**src/rtl/seq_alu.sv**
```systemverilog
// ============================================================================
// Module      : seq_alu
// Description : Multi-cycle ALU. Single-cycle logic/shift/add ops, radix-2
//               Booth multiply and signed restoring divide behind a
//               start/busy/done handshake.
// Revision    : 1.0 - initial release
// ============================================================================
`default_nettype none

module seq_alu #(
  parameter  int WIDTH = 32,
  localparam int SHW   = $clog2(WIDTH)
) (
  input  logic               clk,
  input  logic               clr,
  input  logic               start,
  input  logic [4:0]         opcode,
  input  logic [WIDTH-1:0]   Y_in,
  input  logic [WIDTH-1:0]   B_in,
  output logic               busy,
  output logic               done,
  output logic               div_zero,
  output logic [2*WIDTH-1:0] C_out
);

  localparam logic [4:0] OP_LD   = 5'b00000;
  localparam logic [4:0] OP_LDI  = 5'b00001;
  localparam logic [4:0] OP_ST   = 5'b00010;
  localparam logic [4:0] OP_ADD  = 5'b00011;
  localparam logic [4:0] OP_SUB  = 5'b00100;
  localparam logic [4:0] OP_SHR  = 5'b00101;
  localparam logic [4:0] OP_SHRA = 5'b00110;
  localparam logic [4:0] OP_ROR  = 5'b00111;
  localparam logic [4:0] OP_ROL  = 5'b01000;
  localparam logic [4:0] OP_AND  = 5'b01001;
  localparam logic [4:0] OP_OR   = 5'b01010;
  localparam logic [4:0] OP_ADDI = 5'b01011;
  localparam logic [4:0] OP_ANDI = 5'b01100;
  localparam logic [4:0] OP_ORI  = 5'b01101;
  localparam logic [4:0] OP_MUL  = 5'b01110;
  localparam logic [4:0] OP_DIV  = 5'b01111;
  localparam logic [4:0] OP_NEG  = 5'b10000;
  localparam logic [4:0] OP_NOT  = 5'b10001;
  localparam logic [4:0] OP_BR   = 5'b10010;
  localparam logic [4:0] OP_NOP  = 5'b11001;
  localparam logic [4:0] OP_HALT = 5'b11010;
  localparam logic [4:0] OP_SHL  = 5'b11011;

  localparam logic [1:0] S_IDLE   = 2'd0;
  localparam logic [1:0] S_MUL_IT = 2'd1;
  localparam logic [1:0] S_DIV_IT = 2'd2;
  localparam logic [1:0] S_FIX    = 2'd3;

  localparam logic [SHW-1:0] c_last_iter = SHW'(WIDTH - 1);

  logic [1:0]       r_state;
  logic [1:0]       w_next_state;
  logic [SHW-1:0]   r_cnt;
  logic [WIDTH:0]   r_acc;      // Booth accumulator / divide remainder (one guard bit)
  logic [WIDTH-1:0] r_q;        // multiplier / quotient shift register
  logic             r_q_m1;     // Booth q(-1) bit
  logic [WIDTH:0]   r_mcand;    // sign-extended multiplicand or zero-extended |divisor|
  logic             r_is_div;
  logic             r_neg_q;
  logic             r_neg_r;

  logic             w_accept;
  logic             w_b_zero;
  logic [SHW-1:0]   w_amt;
  logic [WIDTH-1:0] w_alu;
  logic             w_keep;
  logic [WIDTH-1:0] w_y_abs;
  logic [WIDTH-1:0] w_b_abs;
  logic [WIDTH:0]   w_booth_sum;
  logic [WIDTH:0]   w_div_shift;
  logic [WIDTH:0]   w_div_diff;
  logic [WIDTH-1:0] w_quot;
  logic [WIDTH-1:0] w_rem;

  assign w_accept = start && !busy;
  assign w_b_zero = (B_in == '0);
  assign w_amt    = B_in[SHW-1:0];
  assign w_y_abs  = Y_in[WIDTH-1] ? -Y_in : Y_in;
  assign w_b_abs  = B_in[WIDTH-1] ? -B_in : B_in;

  // State register
  always_ff @(posedge clk) begin
    if (clr) r_state <= S_IDLE;
    else     r_state <= w_next_state;
  end

  // Next-state logic
  always_comb begin
    w_next_state = r_state;
    case (r_state)
      S_IDLE: begin
        if (w_accept) begin
          if (opcode == OP_MUL)                  w_next_state = S_MUL_IT;
          else if (opcode == OP_DIV && !w_b_zero) w_next_state = S_DIV_IT;
        end
      end
      S_MUL_IT, S_DIV_IT: if (r_cnt == c_last_iter) w_next_state = S_FIX;
      default:            w_next_state = S_IDLE;
    endcase
  end

  // State outputs
  always_comb begin
    busy = (r_state != S_IDLE);
  end

  // Single-cycle result
  always_comb begin
    w_alu  = '0;
    w_keep = 1'b0;
    case (opcode)
      OP_LD, OP_LDI, OP_ST, OP_ADD, OP_ADDI: w_alu = Y_in + B_in;
      OP_SUB:           w_alu = Y_in - B_in;
      OP_SHR:           w_alu = Y_in >> w_amt;
      OP_SHRA:          w_alu = $signed(Y_in) >>> w_amt;
      OP_SHL:           w_alu = Y_in << w_amt;
      OP_ROR:           w_alu = (Y_in >> w_amt) | (Y_in << (WIDTH - int'(w_amt)));
      OP_ROL:           w_alu = (Y_in << w_amt) | (Y_in >> (WIDTH - int'(w_amt)));
      OP_AND, OP_ANDI:  w_alu = Y_in & B_in;
      OP_OR, OP_ORI:    w_alu = Y_in | B_in;
      OP_NEG:           w_alu = -B_in;
      OP_NOT:           w_alu = ~B_in;
      OP_BR, OP_NOP, OP_HALT: w_keep = 1'b1;
      default:          w_alu = '0;
    endcase
  end

  // Iteration datapath
  always_comb begin
    case ({r_q[0], r_q_m1})
      2'b01:   w_booth_sum = r_acc + r_mcand;
      2'b10:   w_booth_sum = r_acc - r_mcand;
      default: w_booth_sum = r_acc;
    endcase
    w_div_shift = {r_acc[WIDTH-1:0], r_q[WIDTH-1]};
    w_div_diff  = w_div_shift - r_mcand;
    w_quot      = r_neg_q ? -r_q : r_q;
    w_rem       = r_neg_r ? -r_acc[WIDTH-1:0] : r_acc[WIDTH-1:0];
  end

  always_ff @(posedge clk) begin
    if (clr) begin
      done     <= 1'b0;
      div_zero <= 1'b0;
      C_out    <= '0;
      r_cnt    <= '0;
      r_acc    <= '0;
      r_q      <= '0;
      r_q_m1   <= 1'b0;
      r_mcand  <= '0;
      r_is_div <= 1'b0;
      r_neg_q  <= 1'b0;
      r_neg_r  <= 1'b0;
    end else begin
      done <= 1'b0;
      case (r_state)
        S_IDLE: begin
          if (w_accept) begin
            r_cnt <= '0;
            r_acc <= '0;
            if (opcode == OP_MUL) begin
              r_q      <= Y_in;
              r_q_m1   <= 1'b0;
              r_mcand  <= {B_in[WIDTH-1], B_in};
              r_is_div <= 1'b0;
            end else if (opcode == OP_DIV && !w_b_zero) begin
              r_q      <= w_y_abs;
              r_mcand  <= {1'b0, w_b_abs};
              r_is_div <= 1'b1;
              r_neg_q  <= Y_in[WIDTH-1] ^ B_in[WIDTH-1];
              r_neg_r  <= Y_in[WIDTH-1];
            end else if (opcode == OP_DIV) begin
              done     <= 1'b1;
              div_zero <= 1'b1;
              C_out    <= {Y_in, {WIDTH{1'b1}}};
            end else begin
              done     <= 1'b1;
              div_zero <= 1'b0;
              if (!w_keep) C_out <= {{WIDTH{1'b0}}, w_alu};
            end
          end
        end
        S_MUL_IT: begin
          r_acc  <= {w_booth_sum[WIDTH], w_booth_sum[WIDTH:1]};
          r_q    <= {w_booth_sum[0], r_q[WIDTH-1:1]};
          r_q_m1 <= r_q[0];
          r_cnt  <= r_cnt + 1'b1;
        end
        S_DIV_IT: begin
          if (!w_div_diff[WIDTH]) begin
            r_acc <= w_div_diff;
            r_q   <= {r_q[WIDTH-2:0], 1'b1};
          end else begin
            r_acc <= w_div_shift;
            r_q   <= {r_q[WIDTH-2:0], 1'b0};
          end
          r_cnt <= r_cnt + 1'b1;
        end
        default: begin
          done     <= 1'b1;
          div_zero <= 1'b0;
          if (r_is_div) C_out <= {w_rem, w_quot};
          else          C_out <= {r_acc[WIDTH-1:0], r_q};
        end
      endcase
    end
  end

endmodule

`default_nettype wire

```
**config.mk**
```make
export PLATFORM = sky130hd
export DESIGN_NAME = seq_alu
export DESIGN_NICKNAME = d
export VERILOG_FILES = /design/src/rtl/seq_alu.sv
export SDC_FILE = /design/constraint.sdc
export NUM_CORES = 2
export LEC_CHECK = 0
export BUFFER_PORTS_ARGS = -buffer_cell sky130_fd_sc_hd__buf_2
export CAP_MARGIN = 40
export CORE_MARGIN = 2
export CORE_UTILIZATION = 40
export CTS_BUF_LIST = sky130_fd_sc_hd__clkbuf_8
export DETAILED_ROUTE_END_ITERATION = 6
export GPL_TIMING_DRIVEN = 0
export PLACE_DENSITY = 0.68
export RECOVER_POWER = 100
export SYNTH_ARGS = -nofsm -noshare
export SYNTH_HDL_FRONTEND = slang
export SYNTH_SLANG_ARGS = --single-unit
```
**constraint.sdc**
```tcl
create_clock -name clk -period 9 [get_ports clk]
set_input_delay 0.9 -clock clk [delete_from_list [all_inputs] [get_ports clk]]
set_output_delay 0.9 -clock clk [all_outputs]
set_load 0.005 [all_outputs]
```
==> reports/results.tsv <==
stage	metric	value	unit
synthesis	Seq cells post-synth	175	
setup_path	slowest cell on the critical path	clkbuf_1	
sta	Slew Limit Fails	12	
clock_tree	clock sinks	175	
final_layout	P&R area growth vs syn	10.1	%
clock_tree	clk buf depth	2	
placed_design	post-DP HPWL	142000	microns
clock_tree	clock latency on the worst-skew pair	550	ps
power	Worst VDD drop	0.000164	V
power	switching share of total power	58.0	%
setup_path	Setup crit start kind	primary input	
synthesis	Mapped Nets	3837	
outcome	status	finished, violations left	
synthesis	Synth async-reset ratio	0	%
sta	RSZ-0062 raised after global routing	no	
placed_design	gpl congestion	1.12	
synthesis	Avg Inst Size Synth	7.12	sq um
die	DIE HEIGHT	259	microns
hold_path	Hold Path Class	reg -> reg	
sta	Fin Clk Skew	28.4	ps
setup_path	Worst path most repeated cell	clkbuf_1	
power	internal power	2.20	mW
sta	crit path time final	8630	ps
final_layout	share of cells above drive strength 1	8.56	%
clock_tree	CTS tree	yes	
die	IO Count	139	
power	P per Cell Area	183	mW/mm^2
route	Routed WL per cell	36.8	microns
die	Initial Utilization	40.4	%
synthesis	yosys warns	0	
global_routing	vias in the first global route	29904	
synthesis	gate count of the mapped netlist	3649	
final_layout	Fillers	6892	
sta	Final period util	95.9	%
die	die width	259	microns
route	DR iter-0 viols	5870	
global_routing	GRT overflow	0	
placed_design	dpl cell area	0.0283	sq mm
clock_tree	Post-CTS Hold Buffers	0	
global_routing	initial antenna violation count	35	
power	leakage	10.7	nW
setup_path	CP max FO	10	
placed_design	Placement Setup Slack	404	ps
clock_tree	Worst-path clk slew	120	ps
die	core area	0.0643	sq mm
setup_path	CP peak stage delay	660	ps
sta	# setup viols final	0	
route	DR vias/cell	7.08	
synthesis	top_reg_cell synth	dfxtp_1	
route	drt pass-1 iters	7	
setup_path	Worst EP arrival	9090	ps
route	drt drc	2	
clock_tree	post_cts resized	0	
route	Antenna Nets Post-Route	0	
setup_path	Critical Path RT	9460	ps
clock_tree	Root Driver	clkbuf_8	
clock_tree	postcts setup bufs	0	
placed_design	port bufs	108	
setup_path	critical path class	in -> reg	
sta	Slew headroom	-20.2	%
global_routing	first-pass GRT wire length	238000	microns
sta	final hold violation count	0	
synthesis	synthesized area	0.0260	sq mm
sta	final worst slack	371	ps
sta	Least-Margin Pin Slew	1790	ps
power	Sequential Power Share	20.2	%
clock_tree	htree depth	4	
route	DRT Wirelength	174000	microns
die	die area	0.0670	sq mm
synthesis	sequential area share after synthesis	13.5	%
final_layout	commonest non-fill, non-tap cell in the layout	nor2_1	
power	clock network power share	11.8	%
route	Vias	33521	
die	row cnt	93	
synthesis	unique cell type count in the Yosys netlist	90	
outcome	failing checks	DRC, capacitance limit, slew limit	
clock_tree	CTS Buf Count	17	
job	maxcap violations	2	
global_routing	largest net degree at the start of global routing	21	
power	Net Sw Power	3.03	mW
final_layout	Finished Cell Area	0.0286	sq mm
synthesis	EDFF count, synth	0	
final_layout	Layout Nets	4029	
power	Total Power	5.23	mW
sta	Max Clk Rate	0.116	GHz
power	Comb power frac	68.0	%
global_routing	Total GRT Usage	50.4	%
final_layout	most frequent cells in the layout	nor2_1, nand2_1, clkbuf_1	
setup_path	critical path endpoint category	flop	
[flip-flops by register name (all words and copies together) (netlist names)]
register  flops
done          1
r_q_m1        1
r_q          32
r_state       2
r_cnt         5
r_mcand      33
div_zero      1
r_neg_q       1
r_acc        33
C_out        64
r_neg_r       1
r_is_div      1
[synth_stat cells (11+ instances only)]
| cell | number | area (sq um) |
|---|---|---|
| or4_1 | 15 | 113 |
| o21bai_1 | 15 | 113 |
| mux2_2 | 24 | 270 |
| buf_2 | 42 | 210 |
| xnor2_1 | 180 | 1580 |
| nand2_1 | 365 | 1370 |
| o21ai_0 | 246 | 1230 |
| o21a_1 | 27 | 203 |
| mux4_2 | 92 | 2070 |
| o221ai_1 | 31 | 272 |
| nand3_1 | 69 | 345 |
| nor2b_1 | 14 | 87.6 |
| o211ai_1 | 45 | 338 |
| o31ai_1 | 31 | 233 |
| o22ai_1 | 55 | 344 |
| a211oi_1 | 77 | 578 |
| nand2b_1 | 23 | 144 |
| a211o_1 | 34 | 298 |
| buf_1 | 31 | 116 |
| and3_1 | 13 | 81.3 |
| inv_1 | 82 | 308 |
| a221oi_1 | 66 | 578 |
| a21o_1 | 59 | 443 |
| a2111oi_0 | 14 | 123 |
| nand4_1 | 21 | 131 |
| or3_1 | 33 | 206 |
| a22oi_1 | 27 | 203 |
| xor2_1 | 105 | 920 |
| a21oi_1 | 323 | 1620 |
| nor2_1 | 453 | 1700 |
| a31oi_1 | 44 | 275 |
| mux2i_1 | 123 | 1230 |
| a32oi_1 | 11 | 96.3 |
| and2_1 | 21 | 131 |
| ha_1 | 113 | 1410 |
| dfxtp_1 | 175 | 3500 |
| nor3_1 | 91 | 455 |
| nor4_1 | 26 | 163 |
| clkbuf_1 | 274 | 1030 |
[layout make-up]
class	instances	area [sq um]	area share, %
multi-input combinational	3033	20700	72.4
sequential	175	3500	12.3
buffer	355	1390	4.87
timing repair buffer	173	1140	3.97
tap	855	1070	3.74
inverter	86	323	1.13
clock buffer	17	234	0.818
clock inverter	15	188	0.656
antenna	23	57.6	0.201
[routing by layer]
layer	wire length, microns	vias up	track usage (%)
met1	67400	16079	66.1
met3	27300	621	20.8
met2	66800	2905	68.6
li1	-	13892	-
met4	12500	24	29.0
met5	147	-	0.641
[worst max-delay path, delay by kind of cell]
kind / cells / cell delay [ps]
buf+inv: 9 / 3100
xor+xnor: 2 / 300
fa+ha+maj: 2 / 490
simple gates: 6 / 1810
compound gates: 8 / 2480
[worst paths after layout]
path	endpoint	slack [ps]	cells past startpoint	startpoint
worst max-delay path	C_out[23]$_SDFFE_PP0P_	370	27	B_in[0]
worst min-delay path	C_out[0]$_SDFFE_PP0P_	460	2	C_out[0]$_SDFFE_PP0P_
worst max register to register	r_acc[26]$_SDFFE_PP0P_	2830	14	r_q[31]$_SDFFE_PP0P_
worst min register to register	C_out[0]$_SDFFE_PP0P_	460	2	C_out[0]$_SDFFE_PP0P_
[logic make-up (layout without fill, tap and decap cells)]
logic type / count (synthesis) / in the layout / synth area share (%)
AOI/OAI and AO/OA: 1201 / 1201 / 30.1
and+or+nand+nor: 1192 / 1192 / 20.7
buffers and inverters: 441 / 646 / 6.70
xor gates and xnor gates: 285 / 285 / 9.61
muxes: 239 / 239 / 13.8
DFF: 175 / 175 / 13.5
adders and majority gates: 116 / 116 / 5.67
other: 0 / 23 / 0
[stage by stage]
| step | hold slack [ps] | cells | setup TNS (ps) | util (%) |
|---|---|---|---|---|
| 6_report | 460 | 4732 | 0 | 44.4 |
| 3_5_place_dp | 443 | 4675 | 0 | 43.9 |
| 2_1_floorplan | 436 | 3649 | 0 | - |
| 4_1_cts | 460 | 4707 | 0 | 44.6 |
| 3_3_place_gp | 445 | 4612 | -2.46 | 42.9 |
| 5_1_grt | 485 | 4711 | 0 | 44.4 |
[power groups by stage]
stage / Sequential (mW) / Clock (mW) / Combinational [mW]
finish: 1.05 / 0.618 / 3.56
global route: 1.05 / 0.646 / 3.68
CTS: 1.03 / 0.613 / 3.39
detailed placement: 1.05 / 0 / 3.38
global placement: 1.05 / 0 / 3.35
floorplan: 0.992 / 0 / 2.05
Note: power is estimated with default switching activity, not from simulation.
